<file path="config.mk">
export PLATFORM = sky130hd
export DESIGN_NAME = operand_fetch_flat
export DESIGN_NICKNAME = d
export VERILOG_FILES = /design/src/rtl/rvcpu_pkg.sv /design/src/rtl/operand_fetch_if.sv /design/src/rtl/operand_fwd.sv /design/src/rtl/operand_fetch.sv /design/src/flat_wrapper.sv
export SDC_FILE = /design/constraint.sdc
export NUM_CORES = 1
export LEC_CHECK = 0
export ABC_AREA = 0
export BUFFER_PORTS_ARGS = -buffer_cell sky130_fd_sc_hd__buf_4
export CORE_ASPECT_RATIO = 1.2
export CORE_UTILIZATION = 52
export CTS_BUF_LIST = sky130_fd_sc_hd__clkbuf_16
export DETAILED_ROUTE_END_ITERATION = 8
export PLACE_DENSITY = 0.8
export SLEW_MARGIN = 10
export SYNTH_ARGS = -nofsm -noshare
export SYNTH_HDL_FRONTEND = slang
export SYNTH_SLANG_ARGS = --single-unit
</file>
<file path="constraint.sdc">
create_clock -name clk -period 2.21 [get_ports clk]
set_clock_uncertainty 0.1 [all_clocks]
set_input_delay 0.442 -clock clk [delete_from_list [all_inputs] [get_ports clk]]
set_output_delay 0.442 -clock clk [all_outputs]
set_load 0.01 [all_outputs]
</file>
<file path="src/rtl/rvcpu_pkg.sv">
// Shared defaults, instruction field layout and operand-fetch state encoding.
package rvcpu_pkg;
    localparam int DEF_DATA_W   = 16;
    localparam int DEF_REG_AW   = 4;
    localparam int DEF_NUM_REGS = 8;

    // Instruction layout: [15:12] opcode, [11:8] rd, [7:4] rs1, [3:0] rs2 / imm4
    localparam int OPC_LSB = 12;
    localparam int OPC_W   = 4;
    localparam int RD_LSB  = 8;
    localparam int RS1_LSB = 4;
    localparam int RS2_LSB = 0;
    localparam int IMM_LSB = 0;
    localparam int IMM_W   = 4;

    typedef enum logic [1:0] {
        ST_EMPTY = 2'd0,
        ST_LIVE  = 2'd1,
        ST_HELD  = 2'd2
    } of_state_e;
endpackage

</file>
<file path="src/rtl/operand_fetch_if.sv">
// Upstream instruction handshake and downstream decoded-bundle handshake.
interface operand_fetch_if #(
    parameter int DATA_W = rvcpu_pkg::DEF_DATA_W,
    parameter int REG_AW = rvcpu_pkg::DEF_REG_AW
);
    logic                       in_valid;
    logic                       in_ready;
    logic [DATA_W-1:0]          in_instr;
    logic                       out_valid;
    logic                       out_ready;
    logic [rvcpu_pkg::OPC_W-1:0] out_opcode;
    logic [REG_AW-1:0]          out_rd;
    logic [DATA_W-1:0]          out_op1;
    logic [DATA_W-1:0]          out_op2;
    logic [DATA_W-1:0]          out_imm;
    logic                       out_illegal;

    modport master (
        output in_valid, in_instr, out_ready,
        input  in_ready, out_valid, out_opcode, out_rd, out_op1, out_op2, out_imm, out_illegal
    );

    modport slave (
        input  in_valid, in_instr, out_ready,
        output in_ready, out_valid, out_opcode, out_rd, out_op1, out_op2, out_imm, out_illegal
    );
endinterface

</file>
<file path="src/rtl/operand_fwd.sv">
// One source operand: writeback bypass, accept-edge forward capture and stall hold register.
module operand_fwd import rvcpu_pkg::*; #(
    parameter int DATA_W   = DEF_DATA_W,
    parameter int REG_AW   = DEF_REG_AW,
    parameter int NUM_REGS = DEF_NUM_REGS
) (
    input  logic              clk,
    input  logic              rst_n,
    input  logic              accept,
    input  of_state_e         state,
    input  logic              out_ready,
    input  logic [REG_AW-1:0] rs_in,
    input  logic [REG_AW-1:0] rs_s1,
    input  logic [DATA_W-1:0] rf_rdata,
    input  logic              wb_en,
    input  logic [REG_AW-1:0] wb_addr,
    input  logic [DATA_W-1:0] wb_data,
    output logic [DATA_W-1:0] op
);
    logic              in_ok, s1_ok, hit_in, hit_s1;
    logic              fwd_vld_q, fwd_vld_d;
    logic [DATA_W-1:0] fwd_data_q, fwd_data_d;
    logic [DATA_W-1:0] hold_q, hold_d;
    logic [DATA_W-1:0] base;

    assign in_ok  = 32'(rs_in) < NUM_REGS;
    assign s1_ok  = 32'(rs_s1) < NUM_REGS;
    assign hit_in = wb_en && in_ok && (wb_addr == rs_in);
    assign hit_s1 = wb_en && s1_ok && (wb_addr == rs_s1);

    always_comb begin
        base       = rf_rdata;
        op         = '0;
        fwd_vld_d  = fwd_vld_q;
        fwd_data_d = fwd_data_q;
        hold_d     = hold_q;

        // The register file returns pre-write data for a write on the accept edge
        if (state == ST_HELD)   base = hold_q;
        else if (fwd_vld_q)     base = fwd_data_q;

        if (state != ST_EMPTY)  op = hit_s1 ? wb_data : base;

        if (accept) begin
            fwd_vld_d  = hit_in;
            fwd_data_d = hit_in ? wb_data : '0;
        end

        if (state == ST_LIVE && !out_ready)  hold_d = op;
        else if (state == ST_HELD && hit_s1) hold_d = wb_data;
    end

    always_ff @(posedge clk or negedge rst_n) begin
        if (!rst_n) begin
            fwd_vld_q  <= 1'b0;
            fwd_data_q <= '0;
            hold_q     <= '0;
        end else begin
            fwd_vld_q  <= fwd_vld_d;
            fwd_data_q <= fwd_data_d;
            hold_q     <= hold_d;
        end
    end
endmodule

</file>
<file path="src/rtl/operand_fetch.sv">
// Single-stage operand fetch: decodes fields, reads the register file, forwards writebacks.
module operand_fetch import rvcpu_pkg::*; #(
    parameter int DATA_W   = DEF_DATA_W,
    parameter int REG_AW   = DEF_REG_AW,
    parameter int NUM_REGS = DEF_NUM_REGS
) (
    input  logic              clk,
    input  logic              rst_n,
    operand_fetch_if.slave    bus,
    output logic [REG_AW-1:0] rf_raddr1,
    output logic [REG_AW-1:0] rf_raddr2,
    input  logic [DATA_W-1:0] rf_rdata1,
    input  logic [DATA_W-1:0] rf_rdata2,
    input  logic              wb_en,
    input  logic [REG_AW-1:0] wb_addr,
    input  logic [DATA_W-1:0] wb_data
);
    of_state_e         state_q, state_d;
    logic              accept;
    logic [OPC_W-1:0]  opc_q, opc_d;
    logic [REG_AW-1:0] rd_q, rd_d, rs1_q, rs1_d, rs2_q, rs2_d;
    logic [DATA_W-1:0] imm_q, imm_d;
    logic              ill_q, ill_d;
    logic [REG_AW-1:0] in_rd, in_rs1, in_rs2;
    logic [IMM_W-1:0]  in_imm4;

    function automatic logic bad_idx(input logic [REG_AW-1:0] idx);
        return 32'(idx) >= NUM_REGS;
    endfunction

    assign in_rd     = bus.in_instr[RD_LSB  +: REG_AW];
    assign in_rs1    = bus.in_instr[RS1_LSB +: REG_AW];
    assign in_rs2    = bus.in_instr[RS2_LSB +: REG_AW];
    assign in_imm4   = bus.in_instr[IMM_LSB +: IMM_W];
    assign rf_raddr1 = in_rs1;
    assign rf_raddr2 = in_rs2;

    assign bus.in_ready    = (state_q == ST_EMPTY) || bus.out_ready;
    assign accept          = bus.in_valid && bus.in_ready;
    assign bus.out_valid   = (state_q != ST_EMPTY);
    assign bus.out_opcode  = opc_q;
    assign bus.out_rd      = rd_q;
    assign bus.out_imm     = imm_q;
    assign bus.out_illegal = ill_q;

    always_comb begin
        state_d = state_q;
        opc_d   = opc_q;
        rd_d    = rd_q;
        rs1_d   = rs1_q;
        rs2_d   = rs2_q;
        imm_d   = imm_q;
        ill_d   = ill_q;

        case (state_q)
            ST_EMPTY: if (accept) state_d = ST_LIVE;
            default:  state_d = !bus.out_ready ? ST_HELD : (accept ? ST_LIVE : ST_EMPTY);
        endcase

        if (accept) begin
            opc_d = bus.in_instr[OPC_LSB +: OPC_W];
            rd_d  = in_rd;
            rs1_d = in_rs1;
            rs2_d = in_rs2;
            imm_d = {{(DATA_W-IMM_W){in_imm4[IMM_W-1]}}, in_imm4};
            ill_d = bad_idx(in_rd) || bad_idx(in_rs1) || bad_idx(in_rs2);
        end
    end

    always_ff @(posedge clk or negedge rst_n) begin
        if (!rst_n) begin
            state_q <= ST_EMPTY;
            opc_q   <= '0;
            rd_q    <= '0;
            rs1_q   <= '0;
            rs2_q   <= '0;
            imm_q   <= '0;
            ill_q   <= 1'b0;
        end else begin
            state_q <= state_d;
            opc_q   <= opc_d;
            rd_q    <= rd_d;
            rs1_q   <= rs1_d;
            rs2_q   <= rs2_d;
            imm_q   <= imm_d;
            ill_q   <= ill_d;
        end
    end

    operand_fwd #(.DATA_W(DATA_W), .REG_AW(REG_AW), .NUM_REGS(NUM_REGS)) u_fwd1 (
        .clk(clk), .rst_n(rst_n), .accept(accept), .state(state_q), .out_ready(bus.out_ready),
        .rs_in(in_rs1), .rs_s1(rs1_q), .rf_rdata(rf_rdata1),
        .wb_en(wb_en), .wb_addr(wb_addr), .wb_data(wb_data), .op(bus.out_op1)
    );

    operand_fwd #(.DATA_W(DATA_W), .REG_AW(REG_AW), .NUM_REGS(NUM_REGS)) u_fwd2 (
        .clk(clk), .rst_n(rst_n), .accept(accept), .state(state_q), .out_ready(bus.out_ready),
        .rs_in(in_rs2), .rs_s1(rs2_q), .rf_rdata(rf_rdata2),
        .wb_en(wb_en), .wb_addr(wb_addr), .wb_data(wb_data), .op(bus.out_op2)
    );
endmodule

</file>
<file path="src/flat_wrapper.sv">
// flat-port wrapper written by rule: the top's interface ports become plain ports
module operand_fetch_flat import rvcpu_pkg::*;
#(
    parameter int DATA_W   = DEF_DATA_W,
    parameter int REG_AW   = DEF_REG_AW,
    parameter int NUM_REGS = DEF_NUM_REGS
)
  (clk, rst_n, rf_raddr1, rf_raddr2, rf_rdata1, rf_rdata2, wb_en, wb_addr, wb_data, bus_in_valid, bus_in_instr, bus_out_ready, bus_in_ready, bus_out_valid, bus_out_opcode, bus_out_rd, bus_out_op1, bus_out_op2, bus_out_imm, bus_out_illegal);
  operand_fetch_if #(.DATA_W(DATA_W), .REG_AW(REG_AW)) bus_i ();
  input  logic clk;
  input  logic rst_n;
  output logic [REG_AW-1:0] rf_raddr1;
  output logic [REG_AW-1:0] rf_raddr2;
  input  logic [DATA_W-1:0] rf_rdata1;
  input  logic [DATA_W-1:0] rf_rdata2;
  input  logic wb_en;
  input  logic [REG_AW-1:0] wb_addr;
  input  logic [DATA_W-1:0] wb_data;
  input wire logic [$bits(bus_i.in_valid)-1:0] bus_in_valid;
  input wire logic [$bits(bus_i.in_instr)-1:0] bus_in_instr;
  input wire logic [$bits(bus_i.out_ready)-1:0] bus_out_ready;
  output wire logic [$bits(bus_i.in_ready)-1:0] bus_in_ready;
  output wire logic [$bits(bus_i.out_valid)-1:0] bus_out_valid;
  output wire logic [$bits(bus_i.out_opcode)-1:0] bus_out_opcode;
  output wire logic [$bits(bus_i.out_rd)-1:0] bus_out_rd;
  output wire logic [$bits(bus_i.out_op1)-1:0] bus_out_op1;
  output wire logic [$bits(bus_i.out_op2)-1:0] bus_out_op2;
  output wire logic [$bits(bus_i.out_imm)-1:0] bus_out_imm;
  output wire logic [$bits(bus_i.out_illegal)-1:0] bus_out_illegal;
  assign bus_i.in_valid = bus_in_valid;
  assign bus_i.in_instr = bus_in_instr;
  assign bus_i.out_ready = bus_out_ready;
  assign bus_in_ready = bus_i.in_ready;
  assign bus_out_valid = bus_i.out_valid;
  assign bus_out_opcode = bus_i.out_opcode;
  assign bus_out_rd = bus_i.out_rd;
  assign bus_out_op1 = bus_i.out_op1;
  assign bus_out_op2 = bus_i.out_op2;
  assign bus_out_imm = bus_i.out_imm;
  assign bus_out_illegal = bus_i.out_illegal;
  operand_fetch #(.DATA_W(DATA_W), .REG_AW(REG_AW), .NUM_REGS(NUM_REGS)) u_core (.clk(clk), .rst_n(rst_n), .bus(bus_i), .rf_raddr1(rf_raddr1), .rf_raddr2(rf_raddr2), .rf_rdata1(rf_rdata1), .rf_rdata2(rf_rdata2), .wb_en(wb_en), .wb_addr(wb_addr), .wb_data(wb_data));
endmodule
</file>
==> Yosys cells after proc, flatten, opt, wreduce, memory -nomap -nowiden <==
Index checks and enable logic that the tools add are counted.
W data, S select, Z words.
{ "op_classes": {"n_lt_le_gt_ge": 7, "eq_ne": 7, "muxes": 18, "reduce_logical": 20} }
{ "ops": {"columns": ["operator", "count"], "rows": [
  ["$mux W16", 14],
  ["$eq A4 B4 Y1", 4],
  ["$lt A4 B4 Y1 const B", 4],
  ["$ge A4 B4 Y1 const B", 3],
  ["$logic_and A1 B1 Y1", 12],
  ["$mux W2", 3],
  ["$reduce_bool A2 Y1", 3],
  ["$logic_or A1 B1 Y1", 3],
  ["$eq A2 B1 Y1 const B", 1],
  ["$eq A2 B2 Y1 const B", 1],
  ["$logic_not A2 Y1", 1],
  ["$ne A2 B1 Y1 const B", 1],
  ["$logic_not A1 Y1", 1],
  ["$mux W1", 1]
]} }
{ "totals": {"ff_bits": 89, "elab_cells": 65} }

==> Longest topological paths before layout <==
Gate-level depths: netlist (run 1).
{ "logic_depth": {"depth_word": 6, "mapped_depth": 10, "ltp_nobuf": 8} }

==> Modules after synthesis <==
From an unflattened synthesis (run 1), not the netlist that was laid out.
{ "hier_totals": {"cells_unflattened": 463, "hier_area_um2": 5063.6} }
{ "modules_own_cells": {"columns": ["module", "n_inst", "cells_each", "area_per_inst_um2"], "rows": [
  ["operand_fwd", 2, 199, 2070.7],
  ["operand_fetch", 1, 65, 922.1]
]} }

==> Worst setup path after synthesis (run 1) <==
No wires, ideal clock.
{ "synth_timing": {"kind": "input-to-output", "start": "input port wb_addr[2]", "end": "output port bus_out_op2[10]", "arrival_time_ns": 1.701, "required_time_ns": 1.668, "slack_ns": -0.033, "cell_stages": 5, "path_buffers": 2, "path_cell_list": "buf_2 xnor2_1 nand4_1 buf_2 mux2i_1"} }
{ "synth_via": {"elab_chain_cells": 4} }
{ "synth_rtl": {"columns": ["element", "line_no", "source"], "rows": [
  ["start: declaration", "flat_wrapper.sv:17", "input logic [REG_AW-1:0] wb_addr;"],
  ["$eq A4 B4 Y1", "operand_fwd.sv:29", "assign hit_s1 = wb_en && s1_ok && (wb_addr == rs_s1);"],
  ["$logic_and A1 B1 Y1", "operand_fwd.sv:29", null],
  ["$mux W16 (2 in a row)", "operand_fwd.sv:42", "if (state != ST_EMPTY) op = hit_s1 ? wb_data : base;"],
  ["end: declaration", "flat_wrapper.sv:27", "output wire logic [$bits(bus_i.out_op2)-1:0] bus_out_op2;"]
]} }
Every way passes these cells.

==> Worst setup path in the final report (run 1) <==
{ "layout_timing": {"start": "register u_core.rs1_q[0]", "end": "output port bus_out_op1[7]"} }
{ "layout_via": {"elab_chain_cells": 5, "word_cells_on_any_way": 6, "cone_classes": "order compare: 1; eq/ne: 1; mux: 2; reduce/logical: 2"} }
{ "layout_rtl": {"columns": ["element", "line_no", "source"], "rows": [
  ["start: declaration", "operand_fetch.sv:21", "logic [REG_AW-1:0] rd_q, rd_d, rs1_q, rs1_d, rs2_q, rs2_d;"],
  ["start signal: assignment", "operand_fetch.sv:83", "rs1_q <= rs1_d;"],
  ["$lt A4 B4 Y1", "operand_fwd.sv:27", "assign s1_ok = 32'(rs_s1) < NUM_REGS;"],
  ["$logic_and A1 B1 Y1", "operand_fwd.sv:29", null],
  ["$logic_and A1 B1 Y1 *", "operand_fwd.sv:29", null],
  ["$mux W16 * (2 in a row)", "operand_fwd.sv:42", null],
  ["end: declaration", "flat_wrapper.sv:26", "output wire logic [$bits(bus_i.out_op1)-1:0] bus_out_op1;"]
]} }
Mark *: on every way between the ends. The rest lies on a longest branch, timed or not.

==> results.cfg, run 1 <==
[logic_synthesis]
yosys.cell_count.top_type = nand2_1
yosys.area.top_type_share = 0.4403
yosysWarnings = 0
synth_compound_area_frac = 0.1450
seq_area_frac_synth = 0.4403
synth_top_family_by_area = multiplexers
ys.flop_type = dfrtp_1
synth_area_um2 = 4831
synth_xor_area_frac = 0.02176
synth-simple-area-share = 0.1127
ys_ff_latch = 85
muxShareOfSynthArea = 0.2072
synth_commonest_cells = nand2_1, dfrtp_1, mux2i_1, a22o_1, a22oi_1
synthTopCellsByArea = dfrtp_1, mux2i_1, nand2_1
synthArstFlopShare = 1.000
synth_top_area_cell = dfrtp_1
synthAdderAreaFrac = 0
synth_cells = 466
ys_types = 29
synth_edf_count = 0
syn_area_per_cell_um2 = 10.37
synthesis.nets = 539

[power]
internal_power_mw = 3.101
power_mw = 4.466
power_frac_seq = 0.416
switching_share = 0.3055
p_leak_nw = 3.425
p_per_area_nw_per_um2 = 643.8
combPwrFrac = 0.284
p_clk_frac = 0.300
peakVddDrop_uv = 483.8
power.switching_mw = 1.364

[layout]
diodes = 0
instances_no_fill = 724
drive_gt1_frac = 0.4586
nets = 672
area_growth_pct = 43.59
finalInstanceArea_um2 = 6937

[routing]
drc = 0
wl_per_cell_um = 20.37
drt-total-wl_mm = 14.75
ant_nets = 0
initialDrtViolationCount = 250
first_pass_iters = 5
via_per_inst = 5.974
vias = 4325

[worst_setup_path]
r2r_setup_slack_ps = 150
critPathMaxStageDelay_ps = 440
arrival_ps = 1870
cp_top_family = buffers and inverters
slowest_stage = dfrtp_1
path_max_fanout = 8
regToRegStartpoint = u_core.state_q[0]
critical_path_buf_inv_count = 3
crit_path_end_kind = output pin
cp.required_ps = 1670
worst-r2r-cell-count = 6
critPathKind = flip-flop to output pin
path_cells = xnor2_2, nand4_1, buf_6, buf_12, mux2i_1, buf_4
critPathLaunchType = flip-flop
rr_endpoint = u_core.u_fwd2.hold_q[3]

[placed_design]
place_area_um2 = 5914
dp_cells = 691
place_ws_ps = 22.69
place_hpwl_mm = 8.907
routabilityCongestion = 0.8127
io_buffers = 139

[sta]
finalMaxSlewViolations = 0
setup_viol = 32
worst_slew_pin_slew_ps = 605.6
fin_crit_sh = 1.091
relSlewSlack = 0.5962
fmax_mhz = 414.8
worst_slack_ps = -200.9
finalCriticalPeriod_ps = 2411
rsz0062_at_grt = yes
hold_violations = 0

[global_routing]
overflow = 0
grt_pass1_wl_mm = 22.26
grt_usage = 0.2956
grt_pass1_vias = 4433
antenna_found_initial = 0
grt_start_max_net_pins = 53

[hold_path]
worstHoldPathType = input pin to flip-flop
min_path_cells = 3
worst_hold_path.endpoint = u_core.bus.out_rd[0]
hp-start = bus_in_instr[8]

[run_status]
outcome = finished, violations left
violations = negative setup slack

[clock_tree]
path_clk_slew_ps = 60
cts_root_buf = clkbuf_16
worstSkewPairLatency_ps = 340
tritoncts = done
cts_buffers = 9
cts_max_path_buffers = 2
htree_levels = 3
cts_sinks = 85

[floorplanning]
chipWidth_um = 89.99
pin_count = 140
rows = 38
initial_utilization = 0.5348
dieArea_um2 = 9681
die_y_um = 107.6
core_area_um2 = 9034

[job]
max-cap-violations = 0
## what timing repair did
item                       4_1_cts  5_1_grt
resized for setup               45       70
cloned                           1        1
hold endpoints to repair        34        0
setup endpoints to repair       32       32
pin swaps                        1        5
setup buffers                    7        7
hold buffers                     1        0
## sequential cells by signal, indices dropped and copies added (netlist names)
name                      cells
u_core.u_fwd2.hold_q         16
u_core.u_fwd2.fwd_vld_q       1
u_core.bus.out_opcode         4
u_core.rs1_q                  4
u_core.u_fwd1.fwd_vld_q       1
u_core.state_q                2
u_core.bus.out_illegal        1
u_core.bus.out_rd             4
u_core.bus.out_imm            4
u_core.u_fwd2.fwd_data_q     16
u_core.u_fwd1.hold_q         16
u_core.u_fwd1.fwd_data_q     16
## layout by cell type, fill, tap and decap left out, drive strengths merged
cell / Yosys / routed
buf: 33 / 174
nand2: 102 / 102
dfrtp: 85 / 85
mux2i: 64 / 64
o21ai: 33 / 33
a22o: 32 / 32
mux2: 32 / 32
a22oi: 32 / 32
clkbuf: 21 / 10
xnor2: 10 / 10
clkinv: 1 / 5
nor3b: 3 / 3
inv: 2 / 3
nand4: 2 / 2
xor2: 2 / 2
nor4: 2 / 2
or4b: 2 / 2
a21o: 2 / 2
clkinvlp: 0 / 2
nor2: 2 / 2
nand3b: 2 / 2
nor2b: 1 / 1
nor3: 1 / 1
dlygate4sd3: 0 / 1
## cells by family after synthesis
kind of cell	Yosys count
DFF	85
AOI/OAI and AO/OA	99
and+or+nand+nor	117
xor gates and xnor gates	12
buffers and inverters	57
muxes	96
## metal layers
metal | share of wire | GRT usage | wire (um)
met4 | 0.031 | 0.1348 | 459
met3 | 0.076 | 0.06003 | 1123
met5 | 0 | 0 | 0
met1 | 0.37 | 0.3512 | 5430
met2 | 0.52 | 0.5187 | 7736
## worst reg2reg max path, delay by kind of cell (launching register included)
family | cells | cell delay (ps)
compound gates | 1 | 200
buf+inv | 1 | 210
flops | 1 | 430
mux | 1 | 130
simple gates | 3 | 890
## power groups by stage
| stage | clock network [mW] | registers [mW] | logic [mW] |
|---|---|---|---|
| floorplan | 0 | 1.85 | 0.547 |
| global placement | 0 | 1.84 | 0.973 |
| detailed placement | 0 | 1.86 | 1.01 |
| CTS | 1.35 | 1.84 | 1.11 |
| global route | 1.42 | 1.87 | 1.36 |
| finish | 1.34 | 1.86 | 1.27 |
## stage by stage
step | hold slack, ps | TNS (ps) | util
after floorplan | 46.41 | 0 | -
after global placement | 339.8 | 0 | 0.6547
after detailed placement | 342.6 | 0 | 0.6547
after CTS | 187.0 | -1692 | 0.7181
after global routing | 206.0 | -4461 | 0.7679
final | 199.3 | -2818 | 0.7679
## worst max-delay path by stage
stage,startpoint,end,cells after the start
floorplan,wb_addr[2],bus_out_op1[0],5
global placement,wb_addr[0],bus_out_op2[13],6
detailed placement,wb_addr[0],bus_out_op2[14],6
CTS,u_core.rs1_q[0],bus_out_op1[7],5
global route,u_core.rs1_q[1],bus_out_op1[7],6
finish,u_core.rs1_q[0],bus_out_op1[7],6
## cell type report
| type | count | area [um^2] |
|---|---|---|
| flip-flops and latches | 85 | 2127 |
| inverters | 3 | 15.01 |
| clock inverters | 7 | 33.78 |
| clock buffers | 9 | 225.2 |
| multi-input cells | 324 | 2836 |
| well taps | 120 | 150.1 |
| repair buffers | 176 | 1549 |
| fillers | 579 | 2097 |
(Power assumes the default switching activity.)
==> inputs of run 2 (changes only) <==
--- a/config.mk
+++ b/config.mk
@@ -7,11 +7,13 @@
 export LEC_CHECK = 0
 export ABC_AREA = 0
 export BUFFER_PORTS_ARGS = -buffer_cell sky130_fd_sc_hd__buf_4
+export CELL_PAD_IN_SITES_DETAIL_PLACEMENT = 1
+export CELL_PAD_IN_SITES_GLOBAL_PLACEMENT = 1
 export CORE_ASPECT_RATIO = 1.2
-export CORE_UTILIZATION = 52
+export CORE_UTILIZATION = 40
 export CTS_BUF_LIST = sky130_fd_sc_hd__clkbuf_16
 export DETAILED_ROUTE_END_ITERATION = 8
-export PLACE_DENSITY = 0.8
+export PLACE_DENSITY_LB_ADDON = 0.1
 export SLEW_MARGIN = 10
 export SYNTH_ARGS = -nofsm -noshare
 export SYNTH_HDL_FRONTEND = slang
==> constraint.sdc (replaced) <==
create_clock -name clk -period 2.3 [get_ports clk]
set_clock_uncertainty 0.1 [all_clocks]
set_input_delay 0.46 -clock clk [delete_from_list [all_inputs] [get_ports clk]]
set_output_delay 0.46 -clock clk [all_outputs]
set_load 0.01 [all_outputs]
==> run 2 against run 1 <==
The run ends with negative hold slack, negative setup slack left. First-iteration DRC count shrank 14%. Final area grew 3.9%. Largest cell class unchanged. Combinational power grew 3%. Via count shrank 0.74%. Sequential power shrank 4%. Sequential cell count is the same. Core utilization shrank 15 points. Largest power group unchanged. Sequential share of layout area shrank 1.1 points. Non-clock buffer count grew 6.
==> results.cfg, run 2 (synthesis gave the netlist of run 1 again) <==
[worst_setup_path]
arrival_ps = 1850
cp.required_ps = 1740
crit_top_cell = buf_6
path_cells = nor3b_1, nand4_1, buf_6, buf_12, mux2i_4, buf_6
critPathLaunchType = flip-flop
critPathKind = flip-flop to output pin
worst-r2r-cell-count = 8
path_max_fanout = 6
critPathMaxStageDelay_ps = 400
crit_path_end_kind = output pin
slowest_stage = dfrtp_1

[placed_design]
routabilityCongestion = 0.8369
io_buffers = 139
place_hpwl_mm = 9.981
place_ws_ps = -33.36

[global_routing]
antenna_found_initial = 0
overflow = 0
grt_pass1_wl_mm = 25.62
grt_start_max_net_pins = 53
grt_usage = 0.2761
grt_pass1_vias = 4607

[layout]
final_common_cell = buf_4
diodes = 0
post-route-util = 0.6172
nets = 678
regArea_um2 = 2131
drive_gt1_frac = 0.4902
fillCellCount = 1248
multi_input_area_um2 = 2954
layout_common_cells = buf_4, nand2_1, dfrtp_1
area_growth_pct = 49.16

[sta]
hold_violations = 3
fmax_mhz = 415.6
relSlewSlack = 0.5674
worst_slew_pin_slew_ps = 648.9
finalCriticalPeriod_ps = 2406
finalMaxSlewViolations = 0
worst_slack_ps = -106.0
setup_viol = 32
fin_crit_sh = 1.046
whs_ps = -9.816
rsz0062_at_grt = yes

[power]
switching_share = 0.3078
p_per_area_nw_per_um2 = 631.3
internal_power_mw = 3.149
power_mw = 4.549
power_frac_seq = 0.392
p_clk_frac = 0.321
p_leak_nw = 3.473
peakVddDrop_uv = 357.0
combPwrFrac = 0.287
power.switching_mw = 1.400

[hold_path]
worstHoldPathType = input pin to async pin

[routing]
first_pass_iters = 4
wl_per_cell_um = 21.96
drc = 0
via_per_inst = 5.597
drt-total-wl_mm = 16.85
vias = 4293
ant_nets = 0
initialDrtViolationCount = 215

[clock_tree]
cts_max_path_buffers = 2
cts_sinks = 85
path_clk_slew_ps = 70
worstSkewPairLatency_ps = 340
htree_levels = 3
cts_buffers = 9
tritoncts = done
cts_root_buf = clkbuf_16
ctsHoldBuffers = 0

[floorplanning]
dieArea_um2 = 12520
initial_utilization = 0.4138
rows = 43
core_area_um2 = 11670
pin_count = 140
die_y_um = 122.4
chipWidth_um = 102.3

[run_status]
violations = negative hold slack, negative setup slack
outcome = finished, violations left

[job]
max-cap-violations = 0
==> run 2: final cells by class <==
| type | instances | area share |
|---|---|---|
| sequential | 85 | 0.2957 |
| inverter | 3 | 0.002084 |
| tap | 157 | 0.02726 |
| clock inverter | 7 | 0.009203 |
| timing repair buffer | 182 | 0.2245 |
| clock buffer | 9 | 0.03126 |
| multi-input combinational | 324 | 0.4100 |
==> run 2: layer usage <==
layer | vias to the layer above | wire, um | track usage | share of wire
met5 | - | 0 | 0 | 0
li1 | 1925 | - | - | -
met4 | 0 | 376 | 0.1063 | 0.022
met1 | 2188 | 6723 | 0.3424 | 0.40
met2 | 151 | 8934 | 0.4757 | 0.53
met3 | 29 | 813 | 0.04784 | 0.048
==> run 2: path summary, 6_finish.rpt <==
path	from	to	slack (ps)
worst max-delay path	u_core.bus.out_imm[3]	bus_out_op2[14]	-110
worst min-delay path	rst_n	u_core.u_fwd2.hold_q[3]	-10
worst max register to register	u_core.rs1_q[1]	u_core.u_fwd1.hold_q[4]	130
worst min register to register	u_core.bus.out_rd[1]	u_core.bus.out_rd[1]	380
max in group asynchronous	rst_n	u_core.state_q[0]	1440
min in group clk	bus_in_instr[13]	u_core.bus.out_opcode[1]	210
==> run 2: stage by stage <==
stage               TNS, ps  cells  hold WS, ps  instance area (um^2)
floorplan                 0    466        64.41                  4831
global placement          0    730        360.2                  5963
detailed placement   -33.36    730        372.0                  5963
CTS                  -491.2    757        12.96                  6908
global route          -3536    767        15.03                  7206
finish                -1586    767       -9.816                  7206
==> run 2: timing repair <==
action / CTS / global route
setup endpoints to repair: 32 / 32
endpoints found under the hold margin: 0 / 0
pin swaps: 6 / 7
resized for setup: 107 / 52
cloned: 2 / 0
buffers inserted: 9 / 12
==> run 2: power by group through the flow <==
stage / sequential (mW) / clock, mW / combinational (mW)
final: 1.78 / 1.46 / 1.31
after global routing: 1.80 / 1.53 / 1.40
after CTS: 1.77 / 1.48 / 1.18
after detailed placement: 1.78 / 0 / 0.988
after global placement: 1.77 / 0 / 0.959
after floorplan: 1.78 / 0 / 0.525
==> run 2: worst max-delay path: cells and delay by family (launching register included) <==
kind	cells	cell delay [ps]
mux	1	210
buf+inv	3	460
flops	1	400
simple gates	2	420
==> inputs of run 3 (changes only) <==
--- a/config.mk
+++ b/config.mk
@@ -11,7 +11,8 @@
 export CELL_PAD_IN_SITES_GLOBAL_PLACEMENT = 1
 export CORE_ASPECT_RATIO = 1.2
 export CORE_UTILIZATION = 40
-export CTS_BUF_LIST = sky130_fd_sc_hd__clkbuf_16
+export CTS_BUF_LIST = sky130_fd_sc_hd__clkbuf_4 sky130_fd_sc_hd__clkbuf_8 sky130_fd_sc_hd__clkbuf_16
+export CTS_CLUSTER_DIAMETER = 120
 export DETAILED_ROUTE_END_ITERATION = 8
 export PLACE_DENSITY_LB_ADDON = 0.1
 export SLEW_MARGIN = 10
==> run 3 against run 2 <==
Core utilization is 0.80 points higher. First-iteration DRC count decreased by 17%. Clock-buffer cell count increased by 2. Wire length up 1.5%. Highest routed layer unchanged. The run still ends with negative hold slack, negative setup slack left. Clock power up 5%. Via count rose by 0.65%. Register-to-register slack got worse by 60 ps. Final area increased by 1.3%. Sequential share of layout area decreased by 0.40 points. Total power is 2.2% higher.
==> results.cfg, run 3 (synthesis gave the netlist of run 1 again) <==
[worst_setup_path]
arrival_ps = 1820
crit_path_end_kind = output pin
cp_top_family = buffers and inverters
crit_top_cell = buf_6
slowest_stage = dfrtp_1
critPathMaxStageDelay_ps = 410
cp.required_ps = 1740
critPathKind = flip-flop to output pin
r2r_setup_slack_ps = 70
critical_path_buf_inv_count = 3
path_max_fanout = 5
path_cells = nor3b_1, nand4_1, buf_6, buf_12, mux2i_4, buf_6
critPathLaunchType = flip-flop

[routing]
ant_nets = 0
wl_per_cell_um = 22.10
first_pass_iters = 4
initialDrtViolationCount = 179
vias = 4321
drt-total-wl_mm = 17.11
via_per_inst = 5.583
drc = 0

[power]
p_per_area_nw_per_um2 = 636.7
peakVddDrop_uv = 365.2
p_leak_nw = 3.522
power_mw = 4.647

[placed_design]
routabilityCongestion = 0.8369
io_buffers = 139
place_hpwl_mm = 9.981

[floorplanning]
dieArea_um2 = 12520
chipWidth_um = 102.3
pin_count = 140
die_y_um = 122.4
rows = 43
core_area_um2 = 11670
initial_utilization = 0.4138

[clock_tree]
tritoncts = done
cts_max_path_buffers = 2
ctsHoldBuffers = 0
htree_levels = 3
worstSkewPairLatency_ps = 340
cts_root_buf = clkbuf_16
path_clk_slew_ps = 70
cts_buffers = 9
cts_sinks = 85

[global_routing]
grt_pass1_vias = 4608
antenna_found_initial = 0
grt_pass1_wl_mm = 25.53
grt_usage = 0.2750
overflow = 0
grt_start_max_net_pins = 53

[sta]
relSlewSlack = 0.5788
finalCriticalPeriod_ps = 2379
whs_ps = -0.9848
finalMaxSlewViolations = 0
hold_violations = 1
fin_crit_sh = 1.035
worst_slack_ps = -79.49
worst_slew_pin_slew_ps = 631.7
fmax_mhz = 420.3
rsz0062_at_grt = yes
setup_viol = 32

[run_status]
violations = negative hold slack, negative setup slack
outcome = finished, violations left

[layout]
fillCellCount = 1223
nets = 685
diodes = 0
final_common_cell = buf_4
layout_common_cells = buf_4, nand2_1, dfrtp_1
drive_gt1_frac = 0.4992
area_growth_pct = 51.10
post-route-util = 0.6252

[job]
max-cap-violations = 0

[hold_path]
worstHoldPathType = input pin to async pin
[run 3: changes by cell type in the layout (fill, tap and decap cells not counted), sizes merged]
cell    previous run  this run
clkbuf             9        12
buf              182       188
clkinv             5         3
[run 3: layout make-up]
cell class                 instances  area (um^2)  area share
timing repair buffer             189         1695      0.2323
inverter                           3        15.01    0.002057
sequential                        85         2130      0.2917
multi-input combinational        324         2952      0.4044
clock inverter                     5        58.81    0.008056
clock buffer                      11        252.7     0.03462
tap                              157        196.4     0.02691
[run 3: worst paths after layout]
check / start / end / cells after the start
worst max-delay path: u_core.bus.out_imm[3] / bus_out_op2[15] / 6
worst min-delay path: rst_n / u_core.u_fwd2.hold_q[3] / 1
worst min register to register: u_core.bus.out_rd[1] / u_core.bus.out_rd[1] / 2
worst max register to register: u_core.state_q[0] / u_core.u_fwd2.hold_q[9] / 8
min in group clk: bus_in_instr[13] / u_core.bus.out_opcode[1] / 3
max in group asynchronous: rst_n / u_core.bus.out_imm[2] / 2
[run 3: routing by layer]
layer,track usage,share of wire,vias to the layer above
li1,-,-,1933
met1,0.3348,0.40,2225
met2,0.4778,0.53,136
met3,0.05581,0.048,27
met4,0.09911,0.020,0
met5,0,0,-
[run 3: repair_timing]
item | in CTS | in global routing
setup endpoints to repair | 32 | 32
cloned | 2 | 2
buffers inserted | 9 | 17
pin swaps | 5 | 6
resized for setup | 106 | 52
[run 3: through the flow]
step / instances / cell area [um^2] / worst slack (ps) / TNS [ps]
after floorplan: 466 / 4831 / 20.56 / 0
after global placement: 730 / 5963 / 55.76 / 0
after detailed placement: 730 / 5963 / -33.36 / -33.36
after CTS: 757 / 6924 / -51.56 / -511.0
after global routing: 774 / 7300 / -161.6 / -3800
final: 774 / 7300 / -79.49 / -1344
[run 3: where the power goes]
part           internal (mW)  switching (mW)  leakage, nW
Combinational          0.673           0.660         2.25
Sequential              1.66           0.127         1.13
Clock                  0.902           0.628        0.148
